==> src/rtl/wallace_mul32_seq_if.sv <==
// Operand/product handshake bundle for wallace_mul32_seq.
// The signed_op lane exists only when WALLACE_MUL32_SIGNED_EN is defined.
interface wallace_mul32_seq_if;
  logic        in_valid;
  logic        in_ready;
  logic [31:0] a;
  logic [31:0] b;
`ifdef WALLACE_MUL32_SIGNED_EN
  logic        signed_op;
`endif
  logic        out_valid;
  logic        out_ready;
  logic [63:0] prod;
  logic        busy;

  modport master (
`ifdef WALLACE_MUL32_SIGNED_EN
    output signed_op,
`endif
    output in_valid, a, b, out_ready,
    input  in_ready, out_valid, prod, busy
  );

  modport slave (
`ifdef WALLACE_MUL32_SIGNED_EN
    input  signed_op,
`endif
    input  in_valid, a, b, out_ready,
    output in_ready, out_valid, prod, busy
  );
endinterface

==> src/rtl/wallace_mul32_seq.sv <==
// Iterative 32x32 multiplier: one 16x16 Wallace tree reused over four cycles.
// Define WALLACE_MUL32_SIGNED_EN to add two's-complement operands via signed_op.
module wallacetree16x16 (
  input  logic [15:0] x,
  input  logic [15:0] y,
  output logic [31:0] p
);
  logic [31:0] r0 [16];
  logic [31:0] r1 [11];
  logic [31:0] r2 [8];
  logic [31:0] r3 [6];
  logic [31:0] r4 [4];
  logic [31:0] r5 [3];
  logic [31:0] r6 [2];

  function automatic logic [63:0] csa(input logic [31:0] u, input logic [31:0] v,
                                      input logic [31:0] w);
    logic [31:0] maj;
    maj = (u & v) | (u & w) | (v & w);
    return {maj[30:0], 1'b0, u ^ v ^ w};
  endfunction

  for (genvar i = 0; i < 16; i++) begin : g_pp
    assign r0[i] = {16'b0, x & {16{y[i]}}} << i;
  end

  // 16 -> 11 -> 8 -> 6 -> 4 -> 3 -> 2 rows, then one carry-propagate add
  always_comb begin
    {r1[1], r1[0]} = csa(r0[0],  r0[1],  r0[2]);
    {r1[3], r1[2]} = csa(r0[3],  r0[4],  r0[5]);
    {r1[5], r1[4]} = csa(r0[6],  r0[7],  r0[8]);
    {r1[7], r1[6]} = csa(r0[9],  r0[10], r0[11]);
    {r1[9], r1[8]} = csa(r0[12], r0[13], r0[14]);
    r1[10] = r0[15];
    {r2[1], r2[0]} = csa(r1[0], r1[1], r1[2]);
    {r2[3], r2[2]} = csa(r1[3], r1[4], r1[5]);
    {r2[5], r2[4]} = csa(r1[6], r1[7], r1[8]);
    r2[6] = r1[9];
    r2[7] = r1[10];
    {r3[1], r3[0]} = csa(r2[0], r2[1], r2[2]);
    {r3[3], r3[2]} = csa(r2[3], r2[4], r2[5]);
    r3[4] = r2[6];
    r3[5] = r2[7];
    {r4[1], r4[0]} = csa(r3[0], r3[1], r3[2]);
    {r4[3], r4[2]} = csa(r3[3], r3[4], r3[5]);
    {r5[1], r5[0]} = csa(r4[0], r4[1], r4[2]);
    r5[2] = r4[3];
    {r6[1], r6[0]} = csa(r5[0], r5[1], r5[2]);
    p = r6[0] + r6[1];
  end
endmodule

module wallace_mul32_seq (
  input  logic                clk,
  input  logic                rst,
  wallace_mul32_seq_if.slave  bus
);
  typedef enum logic [1:0] {S_IDLE, S_MUL, S_DONE} state_t;

  state_t      state_q, state_d;
  logic [1:0]  step_q, step_d;
  logic [63:0] acc_q, acc_d;
  logic [31:0] a_q, a_d;
  logic [31:0] b_q, b_d;
  logic [15:0] core_x, core_y;
  logic [31:0] core_p;
  logic [63:0] addend, sum;
`ifdef WALLACE_MUL32_SIGNED_EN
  logic        neg_q, neg_d;

  // 0x80000000 negates to itself, which is already the correct unsigned magnitude
  function automatic logic [31:0] mag32(input logic signed [31:0] v);
    return v[31] ? 32'(-v) : 32'(v);
  endfunction
`endif

  always_comb begin
    unique case (step_q)
      2'd0:    begin core_x = a_q[15:0];  core_y = b_q[15:0];  end
      2'd1:    begin core_x = a_q[15:0];  core_y = b_q[31:16]; end
      2'd2:    begin core_x = a_q[31:16]; core_y = b_q[15:0];  end
      default: begin core_x = a_q[31:16]; core_y = b_q[31:16]; end
    endcase
  end

  wallacetree16x16 u_core (.x(core_x), .y(core_y), .p(core_p));

  always_comb begin
    unique case (step_q)
      2'd0:    addend = {32'b0, core_p};
      2'd1,
      2'd2:    addend = {16'b0, core_p, 16'b0};
      default: addend = {core_p, 32'b0};
    endcase
    sum = acc_q + addend;
  end

  always_comb begin
    state_d = state_q;
    step_d  = step_q;
    acc_d   = acc_q;
    a_d     = a_q;
    b_d     = b_q;
`ifdef WALLACE_MUL32_SIGNED_EN
    neg_d   = neg_q;
`endif
    unique case (state_q)
      S_IDLE: begin
        if (bus.in_valid) begin
`ifdef WALLACE_MUL32_SIGNED_EN
          if (bus.signed_op) begin
            a_d   = mag32(bus.a);
            b_d   = mag32(bus.b);
            neg_d = bus.a[31] ^ bus.b[31];
          end else begin
            a_d   = bus.a;
            b_d   = bus.b;
            neg_d = 1'b0;
          end
`else
          a_d = bus.a;
          b_d = bus.b;
`endif
          acc_d   = '0;
          step_d  = 2'd0;
          state_d = S_MUL;
        end
      end
      S_MUL: begin
        acc_d  = sum;
        step_d = step_q + 2'd1;
        if (step_q == 2'd3) begin
          state_d = S_DONE;
`ifdef WALLACE_MUL32_SIGNED_EN
          if (neg_q) acc_d = -sum;
`endif
        end
      end
      S_DONE: begin
        if (bus.out_ready) state_d = S_IDLE;
      end
      default: state_d = S_IDLE;
    endcase
  end

  always_ff @(posedge clk) begin
    if (rst) begin
      state_q <= S_IDLE;
      step_q  <= 2'd0;
      acc_q   <= '0;
      a_q     <= '0;
      b_q     <= '0;
`ifdef WALLACE_MUL32_SIGNED_EN
      neg_q   <= 1'b0;
`endif
    end else begin
      state_q <= state_d;
      step_q  <= step_d;
      acc_q   <= acc_d;
      a_q     <= a_d;
      b_q     <= b_d;
`ifdef WALLACE_MUL32_SIGNED_EN
      neg_q   <= neg_d;
`endif
    end
  end

  assign bus.in_ready  = (state_q == S_IDLE);
  assign bus.out_valid = (state_q == S_DONE);
  assign bus.busy      = (state_q != S_IDLE);
  assign bus.prod      = acc_q;
endmodule

==> src/flat_wrapper.sv <==
// flat-port wrapper written by rule: the top's interface ports become plain ports
module wallace_mul32_seq_flat 
  (clk, rst, bus_in_valid, bus_a, bus_b, bus_out_ready, bus_in_ready, bus_out_valid, bus_prod, bus_busy);
  wallace_mul32_seq_if bus_i ();
  input  logic clk;
  input  logic rst;
  input wire logic [$bits(bus_i.in_valid)-1:0] bus_in_valid;
  input wire logic [$bits(bus_i.a)-1:0] bus_a;
  input wire logic [$bits(bus_i.b)-1:0] bus_b;
  input wire logic [$bits(bus_i.out_ready)-1:0] bus_out_ready;
  output wire logic [$bits(bus_i.in_ready)-1:0] bus_in_ready;
  output wire logic [$bits(bus_i.out_valid)-1:0] bus_out_valid;
  output wire logic [$bits(bus_i.prod)-1:0] bus_prod;
  output wire logic [$bits(bus_i.busy)-1:0] bus_busy;
  assign bus_i.in_valid = bus_in_valid;
  assign bus_i.a = bus_a;
  assign bus_i.b = bus_b;
  assign bus_i.out_ready = bus_out_ready;
  assign bus_in_ready = bus_i.in_ready;
  assign bus_out_valid = bus_i.out_valid;
  assign bus_prod = bus_i.prod;
  assign bus_busy = bus_i.busy;
  wallace_mul32_seq u_core (.clk(clk), .rst(rst), .bus(bus_i));
endmodule
==> config.mk <==
export PLATFORM = sky130hd
export DESIGN_NAME = wallace_mul32_seq_flat
export DESIGN_NICKNAME = d
export VERILOG_FILES = /design/src/rtl/wallace_mul32_seq_if.sv /design/src/rtl/wallace_mul32_seq.sv /design/src/flat_wrapper.sv
export SDC_FILE = /design/constraint.sdc
export NUM_CORES = 1
export LEC_CHECK = 0
export BUFFER_PORTS_ARGS = -buffer_cell sky130_fd_sc_hd__clkbuf_2
export CAP_MARGIN = 5
export CELL_PAD_IN_SITES_DETAIL_PLACEMENT = 0
export CELL_PAD_IN_SITES_GLOBAL_PLACEMENT = 2
export CORE_UTILIZATION = 41
export DETAILED_ROUTE_END_ITERATION = 10
export PLACE_DENSITY_LB_ADDON = 0.1
export SLEW_MARGIN = 0
export SYNTH_ARGS = -nofsm -noshare
export SYNTH_HDL_FRONTEND = slang
export SYNTH_SLANG_ARGS = --single-unit
export TNS_END_PERCENT = 5
==> constraint.sdc <==
create_clock -name clk -period 18.34 [get_ports clk]
set_clock_uncertainty 0.1 [all_clocks]
set_input_delay 0.917 -clock clk [delete_from_list [all_inputs] [get_ports clk]]
set_output_delay 0.917 -clock clk [all_outputs]
set_load 0.1 [all_outputs]
# Word-level counts from Yosys, hierarchy flattened
# Cells that the tools add are included.
[word_totals]
ff_bits = 132
input_bits = 68
out_inout_bits = 67
wordCells = 151
[classes]
n_addsub = 3
eq_ne = 8
mux = 11
n_bitwise = 114
n_reduce_logical = 10
[op_table]
columns = ["cell", "n"]
rows = [
  ["AND 31 bit", 9],
  ["AND 16 bit", 16],
  ["one-hot mux 64 bit (2 select lines)", 2],
  ["OR 31 bit", 8],
  ["XOR 32 bit", 3],
  ["adder 64 bit", 1],
  ["2-to-1 mux 64 bit", 1],
  ["XOR 32 x 31 -> 32 bit", 2],
  ["AND 26 x 31 -> 31 bit", 2],
  ["AND 28 x 30 -> 30 bit", 2],
  ["OR 30 bit", 2],
  ["AND 25 x 26 -> 26 bit", 2],
  ["XOR 25 x 26 -> 26 bit", 2],
  ["AND 22 x 25 -> 25 bit", 2],
  ["OR 25 bit", 2],
  ["AND 22 x 24 -> 24 bit", 2],
  ["AND 19 x 21 -> 21 bit", 2],
  ["OR 21 bit", 2],
  ["adder 32 bit", 1],
  ["2-to-1 mux 16 bit", 2],
  ["XOR 31 x 32 -> 32 bit", 1],
  ["AND 25 x 31 -> 31 bit", 1],
  ["AND 30 x 31 -> 31 bit", 1],
  ["OR 26 x 31 -> 31 bit", 1],
  ["64 further kinds", 77],
]

# Logic depth before layout (Yosys ltp)
# Gate-level depths: netlist of the first run.
[logic_depth]
depth_word = 26
mapped_depth = 42

# Hierarchy
# A second synthesis of the first run with hierarchy kept.
[hier_totals]
cells_unflattened = 2122
hier_area_um2 = 17262.8
[by_module_without_submodules]
columns = ["mod", "instances", "cells_per_inst", "area_each_um2", "seq_area_each_um2"]
rows = [
  ["wallace_mul32_seq", 1, 1241, 9243.9, 2642.5],
  ["wallacetree16x16", 1, 881, 8018.9, 0.0],
]

# Worst setup path before layout of the first run
# No wires, ideal clock.
[synth_path]
path_kind = "reg-to-reg"
startpoint = "register u_core.step_q[0]"
endpoint = "register u_core.acc_q[63] (netlist: u_core.bus.prod[63])"
arrival_ps = 10548
required_time_ps = 18120
path_slack_ps = 7572
path_stages_with_launch = 40
path_cell_list = "dfxtp_1 -> inv_1 -> ha_1 -> nor2_1 -> clkbuf_1 -> clkbuf_1 -> mux2_2 -> nand2_1 -> fa_1 -> fa_1 -> fa_1 -> fa_1 -> fa_1 -> fa_1 -> inv_1 -> ha_1 -> a21o_1 -> a21o_1 -> [... 4 more ...] -> nor2_1 -> o21ai_0 -> nand2b_1 -> xnor2_1 -> o21ai_0 -> ha_1 -> clkbuf_1 -> a21o_1 -> a21o_1 -> a21o_1 -> a41oi_1 -> o221a_2 -> a2111oi_2 -> o311ai_2 -> a21oi_1 -> or4_1 -> and4b_1 -> a211o_1"
[synth_between]
elab_chain_cells = 26
elab_cells_between_ends = 126
classes_between = "2 x add/sub; 2 x eq/ne; 4 x mux; 114 x bitwise; 4 x reduce/logical"
[synth_lines]
columns = ["item", "line_no", "text"]
rows = [
  ["start: declaration", "wallace_mul32_seq.sv:61", "logic [1:0] step_q, step_d;"],
  ["start signal: assignment", "wallace_mul32_seq.sv:158", "step_q <= step_d;"],
  ["equality test 2 x 1 -> 1 bit, or another cell as far along", "wallace_mul32_seq.sv:78, wallace_mul32_seq.sv:89", ""],
  ["OR reduction 2 bit (no line)", "--", ""],
  ["2-to-1 mux 16 bit", "wallace_mul32_seq.sv:78", "unique case (step_q)"],
  ["AND 16 bit", "wallace_mul32_seq.sv:24", "assign r0[i] = {16'b0, x & {16{y[i]}}} << i;"],
  ["AND 16 x 17 -> 17 bit / AND 16 x 18 -> 18 bit (equally long branches)", "wallace_mul32_seq.sv:19", "maj = (u & v) | (u & w) | (v & w);"],
  ["OR 17 x 18 -> 18 bit", "wallace_mul32_seq.sv:19", ""],
  ["OR 18 bit", "wallace_mul32_seq.sv:19", ""],
  ["AND 18 x 19 -> 19 bit", "wallace_mul32_seq.sv:19", ""],
  ["[... 8 more ...]", "--", ""],
  ["AND 31 bit", "wallace_mul32_seq.sv:19", ""],
  ["OR 31 bit (2 in a row)", "wallace_mul32_seq.sv:19", ""],
  ["AND 31 bit", "wallace_mul32_seq.sv:19", ""],
  ["OR 31 bit (2 in a row)", "wallace_mul32_seq.sv:19", ""],
  ["adder 32 bit", "wallace_mul32_seq.sv:49", "p = r6[0] + r6[1];"],
  ["one-hot mux 64 bit (2 select lines) (*)", "wallace_mul32_seq.sv:89", "unique case (step_q)"],
  ["adder 64 bit (*)", "wallace_mul32_seq.sv:95", "sum = acc_q + addend;"],
  ["one-hot mux 64 bit (2 select lines) (*)", "wallace_mul32_seq.sv:107", "unique case (state_q)"],
  ["end signal: assignment", "wallace_mul32_seq.sv:150", "acc_q <= '0;"],
  ["end signal: assignment", "wallace_mul32_seq.sv:159", "acc_q <= acc_d;"],
  ["end: declaration", "wallace_mul32_seq.sv:62", "logic [63:0] acc_q, acc_d;"],
]
# Mark *: on every way between the ends. The rest lies on a longest branch, timed or not.
# A chain may end at the register's enable or synchronous reset.

# Worst setup path after layout of the first run
# Ends and elaborated chain as after synthesis.

==> results.cfg, run 1 <==
[cts]
cts.htree.levels = 4
cts-resized-gates = 0
clock_latency_ps = 480
clock_path_buffers = 2
clk_pin_slew_ps = 70
hold_buffers = 0
cts_sinks = 132
cts-root-buf = clkbuf_16
cts_buffers = 17
cts_tree = done
cts_setup_buffers = 0

[worst_setup_path]
endpoint_kind = flop
start_kind = flop
crit_path_max_fanout = 30
crit_arrival_ps = 11960
reg2reg_from = u_core.step_q[0]
worstSetupPathType = flop to flop
rrSetupSlack_ps = 6640
cp_slowest_cell = nor2_4
critPathLaunch = u_core.step_q[0]
slowest_delay_ps = 810
required_ps = 18600
cpMostUsedCell = a21o_1

[route]
route.detailed.drc = 0
drtIter0Drc = 971
wl_per_cell_um = 20.0
drtPass1Iterations = 5
vias = 14540
drt-total-wl_mm = 53.0
avgViaCountPerCell = 5.47
ant_nets = 0

[sta]
whs_ps = 354
slew_headroom = 0.211
worstMarginPinSlew_ps = 1180
setup_ws_ps = 6640
fin_crit_ps = 11700
clock.fmax_mhz = 85.5
min_period_over_period = 0.638
tns_ps = 0
slew_viol_final = 0
grt_setup_unrepaired = no
hold_violations = 0
setup_viol = 0

[die]
die_y_um = 203
die-area_mm2 = 0.0413
core_area_mm2 = 0.0398
rows = 73
ios = 135
die_w_um = 203
start_util = 0.417

[logic_synthesis]
syn_inst = 2040
ys_types = 61
synth-edff-count = 0
synth_flop_cell = dfxtp_1
synth_area_leaders = fa_1 24%, dfxtp_1 16%, ha_1 11%
yosysSeqAreaShare = 0.159
syn_area_per_cell_um2 = 8.14
yosys_warnings = 0
synthArstFlopShare = 0
synth_top_cell_by_area = fa_1
synth_area_mm2 = 0.0166
ys_ff_latch = 132
syn_nets = 2455
yosys.area.top_type_share = 0.244

[hold_path]
holdCritStartpoint = u_core.b_q[24]
holdCritPathClass = flop to flop

[grt]
met2_usage = 0.408
overflow = 0
met3_usage = 0.0355
use_met1 = 0.382
gr-max-usage-layer = met2
grt_pass1_vias = 14154
antenna_found_initial = 1
grt_start_max_net_pins = 77
grt_pass1_wl_mm = 82.3
grt.total_usage = 0.263

[power_and_ir_drop]
clock_power_share = 0.352
power_switching_mw = 0.430
total_leakage_power_nw = 8.14
vdd_ir_drop_max_uv = 69.8
seq_power_share = 0.291
power_density_mw_per_mm2 = 58.5
power_mw = 1.07
swShare = 0.400
pwr-share-comb = 0.357
internal-power_mw = 0.644

[cells_and_area]
diodes = 0
final_net_count = 2534
drive_above_1_share = 0.112
fill_cells = 4141
area.growth.synth_to_final_pct = 10.7

[flow_run]
maxCapViolCount = 0

[status]
status = complete, no violations

[placement]
io_buffers = 134
gp_congestion = 0.917
dp_slack_ps = 6700
place_hpwl_mm = 43.0
metrics by stage:
stage / cells / utilization / area, um2
finish: 2657 / 0.462 / 18400
global route: 2657 / 0.462 / 18400
CTS: 2657 / 0.462 / 18400
detailed placement: 2625 / 0.446 / 17800
global placement: 2625 / 0.446 / 17800
floorplan: 2040 / - / 16600
cell type report:
type / count / area, um2 / share of cell area
multi-input combinational: 1613 / 12900 / 0.701
sequential: 132 / 2640 / 0.144
timing repair buffer: 153 / 816 / 0.0444
inverter: 202 / 758 / 0.0413
tap: 525 / 657 / 0.0357
clock buffer: 21 / 470 / 0.0256
clock inverter: 11 / 149 / 0.00810
critical path, delay by kind of cell (launching register included):
family	cells	cell delay, ps
AND/OR/NAND/NOR	6	1930
buffers and inverters	3	200
XOR/XNOR	1	300
multiplexers	1	790
flip-flops	1	400
adder cells (fa/ha/maj)	9	4060
AO/OA/AOI/OAI	17	3740
worst paths after layout:
kind | end | depth (start not counted)
max | u_core.bus.prod[63] | 37
min | u_core.b_q[24] | 2
max reg2reg | u_core.bus.prod[63] | 37
min reg2reg | u_core.b_q[24] | 2
placed cells by master (no fill, tap or decap), drive strengths merged, types with 12 or more instances in the layout:
master and instances:
nand2 338, xor2 31, buf 20, nor3 12
a21oi 191, and2 27, clkbuf 154, nor2 203
mux2i 32, a21o 43, mux2 24, inv 204
xnor2 48, ha 145, fa 202, nand3 51
nor2b 17, o21ai 56, o21bai 16, dfxtp 132
nand4 19, a22o 49, o21a 12
layer usage:
layer  routed length, um  share of wire
met3                2520          0.047
met2               24000           0.45
met4                 981          0.018
met5                  12        0.00023
met1               25600           0.48
logic make-up (layout without fill, tap and decap cells):
logic type	count (synthesis)	after routing	share of synthesized area
multiplexers	56	56	0.0356
adder cells (fa/ha/maj)	347	347	0.353
AND/OR/NAND/NOR	706	706	0.181
XOR/XNOR	79	79	0.0417
buffers and inverters	295	387	0.0667
flip-flops	132	132	0.159
AO/OA/AOI/OAI	425	425	0.163
registers in the layout, indices dropped and copies added, names as in the netlist:
signal,count
u_core.bus.prod,64
u_core.a_q,32
u_core.b_q,32
u_core.state_q,2
u_core.step_q,2
synth_stat cells (4+ instances only):
library cell  number
mux2i_1           32
o21bai_1          16
o21ai_0           54
nor4_1             4
ha_1             145
xor2_1            31
o21a_1            12
a41oi_1            4
dfxtp_1          132
clkbuf_1          86
buf_1              7
o211ai_1           4
nor3_1            12
nand2b_1           9
or2_2              9
nor2_1           203
a22o_1            49
nor2b_1           17
or3_1              4
o22ai_1            6
inv_1            202
and3_1             7
nand4_1           19
xnor2_1           48
fa_1             202
a31oi_1           11
and2_1            27
mux2_2            24
nand3_1           51
a21oi_1          190
a21o_1            43
nand2_1          338
power by group through the flow:
| stage | Clock (mW) | Sequential [mW] | Combinational, mW |
|---|---|---|---|
| detailed placement | 0 | 0.319 | 0.383 |
| CTS | 0.385 | 0.313 | 0.384 |
| finish | 0.378 | 0.313 | 0.383 |
| floorplan | 0 | 0.345 | 0.236 |
| global route | 0.398 | 0.315 | 0.421 |
| global placement | 0 | 0.319 | 0.382 |
(Power assumes the default switching activity.)
==> inputs of run 2 (changes only) <==
--- a/config.mk
+++ b/config.mk
@@ -9,7 +9,7 @@
 export CAP_MARGIN = 5
 export CELL_PAD_IN_SITES_DETAIL_PLACEMENT = 0
 export CELL_PAD_IN_SITES_GLOBAL_PLACEMENT = 2
-export CORE_UTILIZATION = 41
+export CORE_UTILIZATION = 34
 export DETAILED_ROUTE_END_ITERATION = 10
 export PLACE_DENSITY_LB_ADDON = 0.1
 export SLEW_MARGIN = 0
==> constraint.sdc (replaced) <==
create_clock -name clk -period 10.07 [get_ports clk]
set_clock_uncertainty 0.1 [all_clocks]
set_input_delay 0.5035 -clock clk [delete_from_list [all_inputs] [get_ports clk]]
set_output_delay 0.5035 -clock clk [all_outputs]
set_load 0.1 [all_outputs]
==> results.cfg, run 2 (synthesis results as in run 1) <==
[cts]
clock_latency_ps = 500
clock_path_buffers = 2
cts-root-buf = clkbuf_16
clk_pin_slew_ps = 70
cts_tree = done
cts_buffers = 17
cts.htree.levels = 4
cts_sinks = 132

[cells_and_area]
largest_register_ffs = 64
final_net_count = 2681
area.growth.synth_to_final_pct = 20.6
layout_commonest_cell = nand2_1
final_cell_mix = 337 x nand2_1, 202 x inv_1, 201 x fa_1
final_area_mm2 = 0.0200
fin_cells = 2894
diodes = 0
fill_cells = 4937
drive_above_1_share = 0.186
utilization = 0.418

[power_and_ir_drop]
vdd_ir_drop_max_uv = 136
total_leakage_power_nw = 8.99
power_density_mw_per_mm2 = 107

[flow_run]
maxCapViolCount = 0

[worst_setup_path]
worstSetupPathType = flop to flop
crit_arrival_ps = 10280
cp_slowest_cell = fa_1
required_ps = 10350
crit_family = adder cells
start_kind = flop
crit_path_max_fanout = 10
rrSetupSlack_ps = 70
cpMostUsedCell = a21o_1
slowest_delay_ps = 580
cp_num_buf_inv = 5
endpoint_kind = flop

[sta]
fin_crit_ps = 10000
grt_setup_unrepaired = yes
hold_violations = 0
min_period_over_period = 0.993
slew_viol_final = 0
slew_headroom = 0.205
setup_ws_ps = 70.9
clock.fmax_mhz = 100
worstMarginPinSlew_ps = 1190
setup_viol = 0
whs_ps = 123

[die]
rows = 80
core_area_mm2 = 0.0479
start_util = 0.346
die_y_um = 223
ios = 135
die_w_um = 223
die-area_mm2 = 0.0497

[grt]
antenna_found_initial = 0
overflow = 0
grt.total_usage = 0.245
grt_start_max_net_pins = 99
grt_pass1_vias = 15165
grt_pass1_wl_mm = 91.1

[route]
route.detailed.drc = 0
avgViaCountPerCell = 5.20
vias = 15057
ant_nets = 0
drtPass1Iterations = 5
drtIter0Drc = 873
wl_per_cell_um = 20.4
drt-total-wl_mm = 59.2

[placement]
gp_congestion = 0.899
placed_area_mm2 = 0.0190
dp_slack_ps = -166
place_hpwl_mm = 48.5
place_inst = 2849
io_buffers = 134

[status]
status = complete, no violations

[hold_path]
holdCritPathClass = primary input to flop
==> run 2: final cells by class <==
cell class | count | area [um2] | share of cell area
Multi-Input combinational cell | 1613 | 13200 | 0.657
Sequential cell | 132 | 2640 | 0.132
Timing Repair Buffer | 300 | 2040 | 0.102
Tap cell | 615 | 769 | 0.0384
Inverter | 202 | 758 | 0.0379
Clock buffer | 18 | 439 | 0.0219
Clock inverter | 14 | 223 | 0.0111
==> run 2: power breakdown <==
group          internal [mW]  switching, mW
Clock                  0.448          0.297
Sequential             0.547         0.0294
Combinational          0.297          0.518
Total                   1.29          0.845
==> run 2: timing repair <==
action,CTS,global route
gates cloned,2,1
pin swaps,12,12
hold endpoints to repair,0,0
hold buffers,0,0
resized for setup,28,28
setup buffers,9,1
setup endpoints to repair,9,22
==> run 2: worst reg2reg max path: cells and delay by family, from the launching register on <==
family | cells | cell delay (ps)
xor+xnor | 1 | 220
buf+inv | 5 | 530
mux | 1 | 270
simple gates | 6 | 1190
flops | 1 | 360
compound gates | 17 | 3380
fa+ha+maj | 9 | 3860
==> run 2: final timing paths <==
check,start,end,cells after the start
hold / removal,bus_a[19],u_core.a_q[19],3
hold reg to reg,u_core.b_q[19],u_core.b_q[19],2
setup reg to reg,u_core.step_q[0],u_core.bus.prod[63],39
setup / recovery,u_core.step_q[0],u_core.bus.prod[63],39
==> run 2: per-layer routing <==
layer  track usage  vias up  routed length (um)
met5             0        -                   0
met4        0.0683        0                1010
met3        0.0414       51                2850
met2         0.380      343               26500
met1         0.348     7435               28800
li1              -     7228                   -
==> run 2: stage by stage <==
stage          setup TNS (ps)  total power [mW]
6_report                    0              2.14
5_1_grt                 -1980              2.25
4_1_cts                     0              2.16
3_5_place_dp             -556              1.38
3_3_place_gp             -271              1.37
2_1_floorplan               0              1.06
